File: config.mk
export PLATFORM = sky130hd
export DESIGN_NAME = mem_arbiter
export DESIGN_NICKNAME = d
export VERILOG_FILES = /design/src/rtl/mem_arbiter.sv
export SDC_FILE = /design/constraint.sdc
export NUM_CORES = 1
export LEC_CHECK = 0
export CAP_MARGIN = 30
export CORE_MARGIN = 5
export CORE_UTILIZATION = 32
export CTS_BUF_LIST = sky130_fd_sc_hd__clkbuf_8 sky130_fd_sc_hd__clkbuf_16
export CTS_CLUSTER_DIAMETER = 30
export DETAILED_ROUTE_END_ITERATION = 12
export PLACE_DENSITY = 0.84
export SLEW_MARGIN = 20
export SYNTH_ARGS = -nofsm -noshare
export SYNTH_HDL_FRONTEND = slang
export SYNTH_SLANG_ARGS = --single-unit
File: constraint.sdc
create_clock -name clk -period 1.5 [get_ports clk]
set_input_delay 0.45 -clock clk [delete_from_list [all_inputs] [get_ports clk]]
set_output_delay 0.45 -clock clk [all_outputs]
set_load 0.05 [all_outputs]
File: src/rtl/mem_arbiter.sv
// Two-port to single-port memory arbiter for the LC-3b pipeline: instruction port A
// and data port B share one physical memory port under round-robin arbitration.
`timescale 1ns/1ps
module mem_arbiter #(
    parameter int WIDTH = 16,
    parameter int MASKW = 2
) (
    input  logic             clk,
    input  logic             reset,
    input  logic             mem_read_a,
    input  logic [WIDTH-1:0] mem_address_a,
    output logic             mem_resp_a,
    output logic [WIDTH-1:0] mem_rdata_a,
    input  logic             mem_read_b,
    input  logic             mem_write_b,
    input  logic [MASKW-1:0] mem_wmask_b,
    input  logic [WIDTH-1:0] mem_address_b,
    input  logic [WIDTH-1:0] mem_wdata_b,
    output logic             mem_resp_b,
    output logic [WIDTH-1:0] mem_rdata_b,
    output logic             pmem_read,
    output logic             pmem_write,
    output logic [MASKW-1:0] pmem_wmask,
    output logic [WIDTH-1:0] pmem_address,
    output logic [WIDTH-1:0] pmem_wdata,
    input  logic             pmem_resp,
    input  logic [WIDTH-1:0] pmem_rdata
);

    typedef enum logic [1:0] {
        IDLE    = 2'd0,
        SERVE_A = 2'd1,
        SERVE_B = 2'd2
    } state_t;

    state_t           r_state;
    state_t           w_next;
    logic             r_last_b;
    logic             r_op_read;
    logic             r_op_write;
    logic [WIDTH-1:0] r_address;
    logic [WIDTH-1:0] r_wdata;
    logic [MASKW-1:0] r_wmask;

    logic w_req_a;
    logic w_req_b;
    logic w_grant_a;
    logic w_grant_b;
    logic w_serving;

    assign w_req_a = mem_read_a;
    assign w_req_b = mem_read_b | mem_write_b;

    // On a tie the port that was not granted last wins.
    always_comb begin
        w_grant_a = 1'b0;
        w_grant_b = 1'b0;
        if (r_state == IDLE) begin
            if (w_req_a && w_req_b) begin
                w_grant_a = r_last_b;
                w_grant_b = ~r_last_b;
            end else begin
                w_grant_a = w_req_a;
                w_grant_b = w_req_b;
            end
        end
    end

    always_comb begin
        w_next = r_state;
        case (r_state)
            IDLE: begin
                if (w_grant_a) begin
                    w_next = SERVE_A;
                end else if (w_grant_b) begin
                    w_next = SERVE_B;
                end
            end
            SERVE_A, SERVE_B: begin
                if (pmem_resp) begin
                    w_next = IDLE;
                end
            end
            default: w_next = IDLE;
        endcase
    end

    always_ff @(posedge clk) begin
        if (reset) begin
            r_state    <= IDLE;
            r_last_b   <= 1'b0;
            r_op_read  <= 1'b0;
            r_op_write <= 1'b0;
            r_address  <= '0;
            r_wdata    <= '0;
            r_wmask    <= '0;
        end else begin
            r_state <= w_next;
            if (w_grant_a) begin
                r_last_b   <= 1'b0;
                r_op_read  <= 1'b1;
                r_op_write <= 1'b0;
                r_address  <= mem_address_a;
                r_wdata    <= '0;
                r_wmask    <= '1;
            end else if (w_grant_b) begin
                // A simultaneous read and write on port B is taken as a write.
                r_last_b   <= 1'b1;
                r_op_read  <= ~mem_write_b;
                r_op_write <= mem_write_b;
                r_address  <= mem_address_b;
                r_wdata    <= mem_wdata_b;
                r_wmask    <= mem_wmask_b;
            end
        end
    end

    always_comb begin
        w_serving    = (r_state == SERVE_A) || (r_state == SERVE_B);
        pmem_read    = w_serving & r_op_read;
        pmem_write   = w_serving & r_op_write;
        pmem_address = r_address;
        pmem_wdata   = r_wdata;
        pmem_wmask   = r_wmask;
        mem_resp_a   = (r_state == SERVE_A) && pmem_resp;
        mem_resp_b   = (r_state == SERVE_B) && pmem_resp;
        mem_rdata_a  = mem_resp_a ? pmem_rdata : '0;
        mem_rdata_b  = mem_resp_b ? pmem_rdata : '0;
    end

endmodule

Yosys cells after proc, flatten, opt, wreduce, memory -nomap -nowiden:

Index checks and enable logic that the tools add are counted.

* output and inout bits: 70
* logic and storage cells: 41
* memory bits (read-only): 0
* latch bits: 0
* register bits: 39
* bits in writable memories: 0
* memories: 0
* input bits: 72

* mux-type cells: 16
* div/mod/pow operators: 0
* shift operators: 0
* $mul: 0
* reductions and logical operators: 9
* bitwise operators: 5
* $lt $le $gt $ge: 0
* eq/ne operators: 4
* add/subtract/negate cells: 0

Operator list (count)
* 16-bit two-way mux: 4
* 2-bit two-way mux: 5
* 1-bit two-way mux: 6
* 2-bit case mux with 2 select lines: 1
* 2-bit OR reduction: 2
* 1-bit logical AND: 3
* 3-bit inequality test, second input constant: 1
* 1-bit AND: 2
* 2-bit by 1-bit == test with 1-bit output, second input constant: 1
* 2-bit == test, second input constant: 1
* 2-bit logical NOT: 1
* 2-bit inequality test, second input constant: 1
* 1-bit inverter: 2
* 2-bit AND reduction: 1
* 2-bit nonzero test: 1
* 1-bit logical OR: 1
* 1-bit bitwise OR: 1

Logic depth before layout (Yosys ltp):

Gate-level depths: netlist of run 1.

* word-level depth: 7
* mapped depth: 7
* depth with buffers taken out: 5

Worst setup path before layout of run 1:

OpenSTA, ideal clock, no wires.

* kind: register to output
* start point: reg r_state[0]
* end point: out mem_rdata_b[15]
* arrival time: 1.286 ns
* setup slack: -0.236 ns
* buffers on the path: 1
* stages on the path, launching flop included: 5
* path through: dfxtp_1 inv_1 ha_1 clkbuf_1 and3_1

* cells in the longest elaborated chain, start to end: 3

RTL lines
* start, declared: line 36 `state_t r_state;`
* start signal, assigned: line 98 `r_state <= w_next;`
* 2-bit == test: line 126 `mem_resp_b = (r_state == SERVE_B) && pmem_resp;`
* 1-bit logical AND: line 126
* 16-bit two-way mux: line 128 `mem_rdata_b = mem_resp_b ? pmem_rdata : '0;`
* end, declared: line 20 `output logic [WIDTH-1:0] mem_rdata_b,`

Every way passes these cells.

Final worst setup path of run 1:

* start point: in pmem_rdata[6]
* end point: out mem_rdata_b[6]

* cells in the longest elaborated chain, start to end: 1

RTL lines
* start, declared: line 27 `input logic [WIDTH-1:0] pmem_rdata`
* 16-bit two-way mux: line 128

Every way passes these cells.

==> flow_metrics.tcl, run 1 <==
set metrics [dict create \
    path_cells "clkdlybuf4s50_1, and3_4, buf_12" \
    synth_seq_cells 39 \
    met3_usage_pct 8.02 \
    clk_pin_slew_ns 0.10 \
    hold_class "flip-flop to flip-flop" \
    slew_headroom_pct 59.3 \
    power.density_nw_per_um2 1270 \
    grt_pass1_vias 2886 \
    syn-num-nets 315 \
    drive_gt1_share_pct 53.8 \
    max_stage_delay_ns 0.62 \
    r2r_start "r_last_b$_SDFFE_PP0P_" \
    cts_hold_buf 0 \
    cts_tree "done" \
    cts_root_buf "clkbuf_8" \
    worst_slew_pin_slew_ns 0.611 \
    rr_worst_depth 4 \
    busiest_layer "met2" \
    dp.cells 454 \
    slew_violations 0 \
    initial_utilization_pct 33.3 \
    use_met1_pct 29.8 \
    maxCapViolations 0 \
    hold_viol 0 \
    fin_cells 482 \
    min_to "r_op_read$_SDFFE_PP0P_" \
    grt_max_degree 22 \
    grt_pass1_wl_um 16300 \
    fin_area_um2 5290 \
    use_met2_pct 49.0 \
    core_area_um2 6030 \
    min_period_ns 1.95 \
    violations "setup timing" \
    dr.pass1.iters 5 \
    timing.fmax_mhz 514 \
    crit_type "primary input to output port" \
    path_max_fanout 2 \
    die_w_um 89.2 \
    drtIter0Drc 258 \
    required_ns 1.05 \
    ioPinCount 142 \
    worst_setup_path_start_kind "primary input" \
    end_kind "output port" \
    period_share_pct 130 \
    cp_slowest_cell "clkdlybuf4s50_1" \
    rr_endpoint "pmem_address[15]$_SDFFE_PP0P_" \
    htree_levels 2 \
    cts.sinks 39 \
    route.detailed.drc 0 \
    dpl-instance-area_um2 4430 \
    post-route-util_pct 87.8 \
    final_antenna_net_count 0 \
    die_area_um2 7960 \
    min_from "r_op_read$_SDFFE_PP0P_" \
    setup_ws_ns -0.445 \
    routed_wl_um 14200 \
    holdPathStages 2 \
    antenna_found_initial 1 \
    syn-instance-count 240 \
    seqPwrFrac_pct 22.0 \
    clock_latency_ns 0.31 \
    ff2ff_setup_slack_ns -0.36 \
    p_leak_nw 2.02 \
    syn_to_final_growth_pct 163 \
    die_h_um 89.2 \
    finalSetupViolations 75 \
    internal_power_w 0.00383 \
    clkPwrFrac_pct 14.2 \
    insertedDiodeCount 0 \
    p_sw_share_pct 43.1 \
    p_comb_share_pct 63.9 \
    synth.distinct_cells 36 \
    io_buffers 141 \
    finalClockSkew_ns 0.0183 \
    yosysWarnings 0 \
    rows 28 \
    cts_buffers 5 \
    grt_usage_pct 27.4 \
    ir_drop_uv 893 \
    yosys.area.top_type_share_pct 38.9 \
    overflow 0 \
    vias_per_cell 6.35 \
    num_vias 3061 \
    netlist_area_um2 2010 \
    final_nets 481 \
    dp_hpwl_um 6810 \
    synth_top_area_cell "dfxtp_1" \
    arrival_ns 1.50 \
    syn_area_per_cell_um2 8.37 \
    rsz0062_at_grt "true" \
    synth_area_leaders "dfxtp_1, and3_1, a21oi_1, nand3_1, o21ai_0" \
    gp_congestion 0.851 \
    cts_buffer_depth 2 \
    detail_route.wl_per_cell_um 29.4 \
    switchingPower_w 0.00290 \
    fillers 243 \
    status "finished, violations left" \
    ys_seq_area_share_pct 38.9 \
]
per-layer routing:
layer	share of wire (%)	wire length, um	vias up
met5	0.092	13	-
met4	6.3	887	2
met3	12	1640	85
met2	49	6920	275
met1	33	4720	1454
li1	-	-	1245
critical path, delay by kind of cell:
kind / cells / cell delay (ns)
buf+inv: 2 / 0.76
simple gates: 1 / 0.28
through the flow:
stage                     total power, W  hold slack, ns  setup TNS, ns  setup slack, ns
after global routing             0.00692           0.524         -19.87           -0.504
after CTS                        0.00578           0.484         -10.84           -0.334
after detailed placement         0.00464           0.465         -30.72           -0.499
after floorplan                  0.00297           0.442         -0.395          -0.0325
after global placement           0.00456           0.454         -28.64           -0.444
final                            0.00673           0.494         -17.60           -0.445
cells in the mapped netlist (all sizes together):
cell,n
a21bo,1
a21boi,2
a21oi,30
a221oi,1
a311oi,5
a31oi,2
a32oi,11
and2,4
and2b,1
and3,32
buf,15
clkbuf,11
dfxtp,39
dlygate4sd1,1
ha,3
inv,4
nand2,2
nand3,24
nand4,11
nor2,2
nor3,6
nor4b,1
o21ai,26
o21ba,1
o21bai,1
o221a,1
o31ai,1
or2,1
or3,1
repair_timing:
action                     4_1_cts  5_1_grt
gates resized for setup         50       86
gates cloned                     2        4
pin swaps                       14       38
setup endpoints to repair       75       65
buffers inserted                 7        8
layout make-up:
class                   instances  area [um2]  area share (%)
clock buffers                   5        68.8            1.30
flip-flops and latches         39         786            14.9
repair buffers                185        2690            50.9
well taps                      75        93.8            1.77
clock inverters                 3        43.8           0.828
inverters                       4        20.0           0.378
multi-input cells             171        1580            29.9
state kept, by name, indices dropped and copies added (netlist names):
signal	count
pmem_address	16
pmem_wdata	16
r_last_b	1
pmem_wmask	2
r_state	2
r_op_read	1
r_op_write	1
power by group through the flow:
stage	clock, W	combinational (W)	sequential, W
after CTS	0.000918	0.00342	0.00144
after global routing	0.00100	0.00442	0.00149
after floorplan	0	0.00108	0.00189
final	0.000955	0.00430	0.00148
after detailed placement	0	0.00320	0.00144
after global placement	0	0.00313	0.00143
logic make-up after synthesis:
kind of cell	after synthesis	share of synthesized area, %
adder cells (fa/ha/maj)	3	1.87
buffers and inverters	31	8.28
flip-flops	39	38.9
AO/OA/AOI/OAI	82	26.7
AND/OR/NAND/NOR	85	24.3
placed cells by master (no fill, tap or decap), types with 2 or more instances in the layout:
cell             instances
inv_1                    2
nor2_1                   2
nand4_1                 11
and3_4                  31
a21oi_1                 19
buf_4                   16
buf_8                    3
buf_6                   13
a21oi_2                 11
dfxtp_1                 37
clkbuf_16                2
o21ai_0                 11
dlygate4sd2_1            3
a311oi_2                 5
inv_4                    2
a31oi_1                  2
a32oi_1                  5
nor3_2                   6
clkdlybuf4s50_1         66
clkbuf_8                 5
nand3_4                  7
o21ai_1                 11
nand3_1                 13
o21ai_2                  3
ha_4                     3
a32oi_2                  6
a21bo_4                  2
buf_12                  78
nand3_2                  4
and2_4                   4
how the worst max path moves through the flow:
stage | startpoint | to | slack (ns) | cells past startpoint
2_1_floorplan | r_state[1]$_SDFFE_PP0P_ | mem_rdata_a[11] | -0.03 | 4
3_3_place_gp | pmem_resp | mem_rdata_a[0] | -0.44 | 4
3_5_place_dp | mem_read_a | pmem_wdata[8]$_SDFFE_PP0P_ | -0.50 | 5
4_1_cts | r_state[0]$_SDFFE_PP0P_ | mem_rdata_a[10] | -0.33 | 5
5_1_grt | r_state[1]$_SDFFE_PP0P_ | mem_rdata_a[12] | -0.50 | 5
6_report | pmem_rdata[6] | mem_rdata_b[6] | -0.45 | 3
(Power assumes the default switching activity.)
==> run 2: changes to the inputs <==
--- a/config.mk
+++ b/config.mk
@@ -6,7 +6,7 @@
 export NUM_CORES = 1
 export LEC_CHECK = 0
 export CAP_MARGIN = 30
-export CORE_MARGIN = 5
+export CORE_MARGIN = 2
 export CORE_UTILIZATION = 32
 export CTS_BUF_LIST = sky130_fd_sc_hd__clkbuf_8 sky130_fd_sc_hd__clkbuf_16
 export CTS_CLUSTER_DIAMETER = 30
==> run 2 against run 1 <==
The flow still finishes with violations (setup timing). Wire length down 35%. Hold slack worse by 0.011 ns. Count of clock-buffer cells in the layout up 1. Global-route usage down 2.2 points. Clock power down 4.2%. Cell count down 1.9%. Total power down 14%. Largest power group unchanged. Critical path type is now flip-flop to output port. Clock skew down 0.015 ns.
==> flow_metrics.tcl, run 2 (synthesis gave the netlist of run 1 again) <==
set metrics [dict create \
    status "finished, violations left" \
    violations "setup timing" \
    ioPinCount 142 \
    endpoint "mem_rdata_a[14]" \
    final_cell_mix "buf_12, clkdlybuf4s50_1, dfxtp_1" \
    num_vias 2691 \
    rsz0062_at_grt "true" \
    drive_gt1_share_pct 42.2 \
    final_nets 472 \
    rr_endpoint "pmem_address[5]$_SDFFE_PP0P_" \
    r2r_start "r_state[0]$_SDFFE_PP0P_" \
    hold_class "flip-flop to flip-flop" \
    maxCapViolations 0 \
    rr_worst_depth 6 \
    arrival_ns 1.40 \
    dp_hpwl_um 6290 \
    cts_tree "done" \
    vias_per_cell 5.69 \
    timing.hold.ws_ns 0.483 \
    die_w_um 83.2 \
    grt_pass1_vias 2687 \
    max_stage_delay_ns 0.36 \
    insertedDiodeCount 0 \
    cts_buffer_depth 2 \
    dr.pass1.iters 4 \
    path_max_fanout 8 \
    cp-startpoint "r_state[1]$_SDFFE_PP0P_" \
    syn_to_final_growth_pct 140 \
    cp.buffers_inverters 3 \
    grt_usage_pct 25.2 \
    slew_violations 0 \
    gp_congestion 0.880 \
    clk_pin_slew_ns 0.08 \
    cts_buffers 5 \
    hold_viol 0 \
    overflow 0 \
    post-route-util_pct 80.6 \
    antenna_found_initial 0 \
    pre_cts_slack_ns -0.500 \
    io_buffers 141 \
    grt_pass1_wl_um 14000 \
    slew_headroom_pct 78.3 \
    required_ns 1.05 \
    min_period_ns 1.85 \
    cts_root_buf "clkbuf_8" \
    worst_setup_path_start_kind "flip-flop" \
    path_cells "inv_4, ha_4, buf_8, and3_4, buf_12" \
    period_share_pct 123 \
    detail_route.wl_per_cell_um 19.6 \
    drtIter0Drc 172 \
    power.density_nw_per_um2 1200 \
    cts_hold_buf 0 \
    rows 28 \
    setup_ws_ns -0.347 \
    initial_utilization_pct 33.5 \
    cts.sinks 39 \
    p_leak_nw 1.86 \
    htree_levels 2 \
    finalClockSkew_ns 0.00383 \
    crit_cells 5 \
    tns_ns -11.43 \
    final_antenna_net_count 0 \
    crit_type "flip-flop to output port" \
    die_h_um 83.2 \
    worst_slew_pin_slew_ns 0.322 \
    end_kind "output port" \
    finalSetupViolations 36 \
    timing.fmax_mhz 541 \
    grt_max_degree 19 \
    cp_slowest_cell "dfxtp_2" \
    fillers 309 \
    mostFrequentLayoutCell "buf_12" \
    route.detailed.drc 0 \
    routed_wl_um 9260 \
    critPathTopFamily "buffers and inverters" \
    core_area_um2 5990 \
    ir_drop_uv 856 \
    clock_latency_ns 0.29 \
    die_area_um2 6930 \
    ff2ff_setup_slack_ns 0.06 \
]
run 2: cell types whose count changed in the layout (fill, tap and decap cells not counted), moves of 6 or more:
cell	before	now
buf_6	13	2
o21ai_1	11	3
a32oi_1	5	11
nand3_1	13	23
o21ai_0	11	22
a21oi_2	11	0
buf_4	16	23
a21oi_1	19	30
nor3_2	6	0
nand3_4	7	0
nor3_1	0	6
a32oi_2	6	0
run 2: report_power, final:
part	internal [W]	switching [W]
registers	0.00123	0.000206
clock network	0.000538	0.000377
logic	0.00170	0.00173
run 2: metrics by stage:
stage / instances / instance area [um2] / power, W
finish: 473 / 4830 / 0.00577
global route: 473 / 4830 / 0.00599
CTS: 472 / 4790 / 0.00568
detailed placement: 458 / 4450 / 0.00461
global placement: 458 / 4450 / 0.00455
floorplan: 240 / 2090 / 0.00297
run 2: worst min path at each step:
| stage | end | depth (start not counted) | slack (ns) | from |
|---|---|---|---|---|
| finish | r_op_write$_SDFFE_PP0P_ | 2 | 0.48 | r_op_write$_SDFFE_PP0P_ |
| floorplan | r_op_read$_SDFFE_PP0P_ | 2 | 0.44 | r_op_read$_SDFFE_PP0P_ |
| global placement | r_op_read$_SDFFE_PP0P_ | 2 | 0.46 | r_op_read$_SDFFE_PP0P_ |
| detailed placement | r_op_write$_SDFFE_PP0P_ | 2 | 0.47 | r_op_write$_SDFFE_PP0P_ |
| global route | r_op_read$_SDFFE_PP0P_ | 2 | 0.51 | r_op_read$_SDFFE_PP0P_ |
| CTS | r_op_write$_SDFFE_PP0P_ | 2 | 0.48 | r_op_write$_SDFFE_PP0P_ |
run 2: timing repair:
item | 4_1_cts | 5_1_grt
resized for setup | 46 | 8
buffers inserted | 5 | 0
pin swaps | 2 | 1
gates cloned | 1 | 1
setup endpoints to repair | 75 | 40
run 2: cell type report:
| class | count | area [um2] | share of cell area (%) |
|---|---|---|---|
| Timing Repair Buffer | 177 | 2530 | 52.3 |
| Multi-Input combinational cell | 170 | 1290 | 26.7 |
| Tap cell | 75 | 93.8 | 1.94 |
| Clock buffer | 6 | 82.6 | 1.71 |
| Inverter | 4 | 17.5 | 0.363 |
| Clock inverter | 2 | 35.0 | 0.726 |
| Sequential cell | 39 | 783 | 16.2 |
run 2: worst min-delay path: cells and delay by family (launching register included):
family / cells / cell delay, ns
flip-flops: 1 / 0.31
AO/OA/AOI/OAI: 2 / 0.14
run 2: routing by layer:
layer / track usage (%) / routed length, um
met5: 0 / 0
met4: 8.35 / 262
met3: 5.47 / 718
met1: 28.0 / 3520
met2: 46.9 / 4760
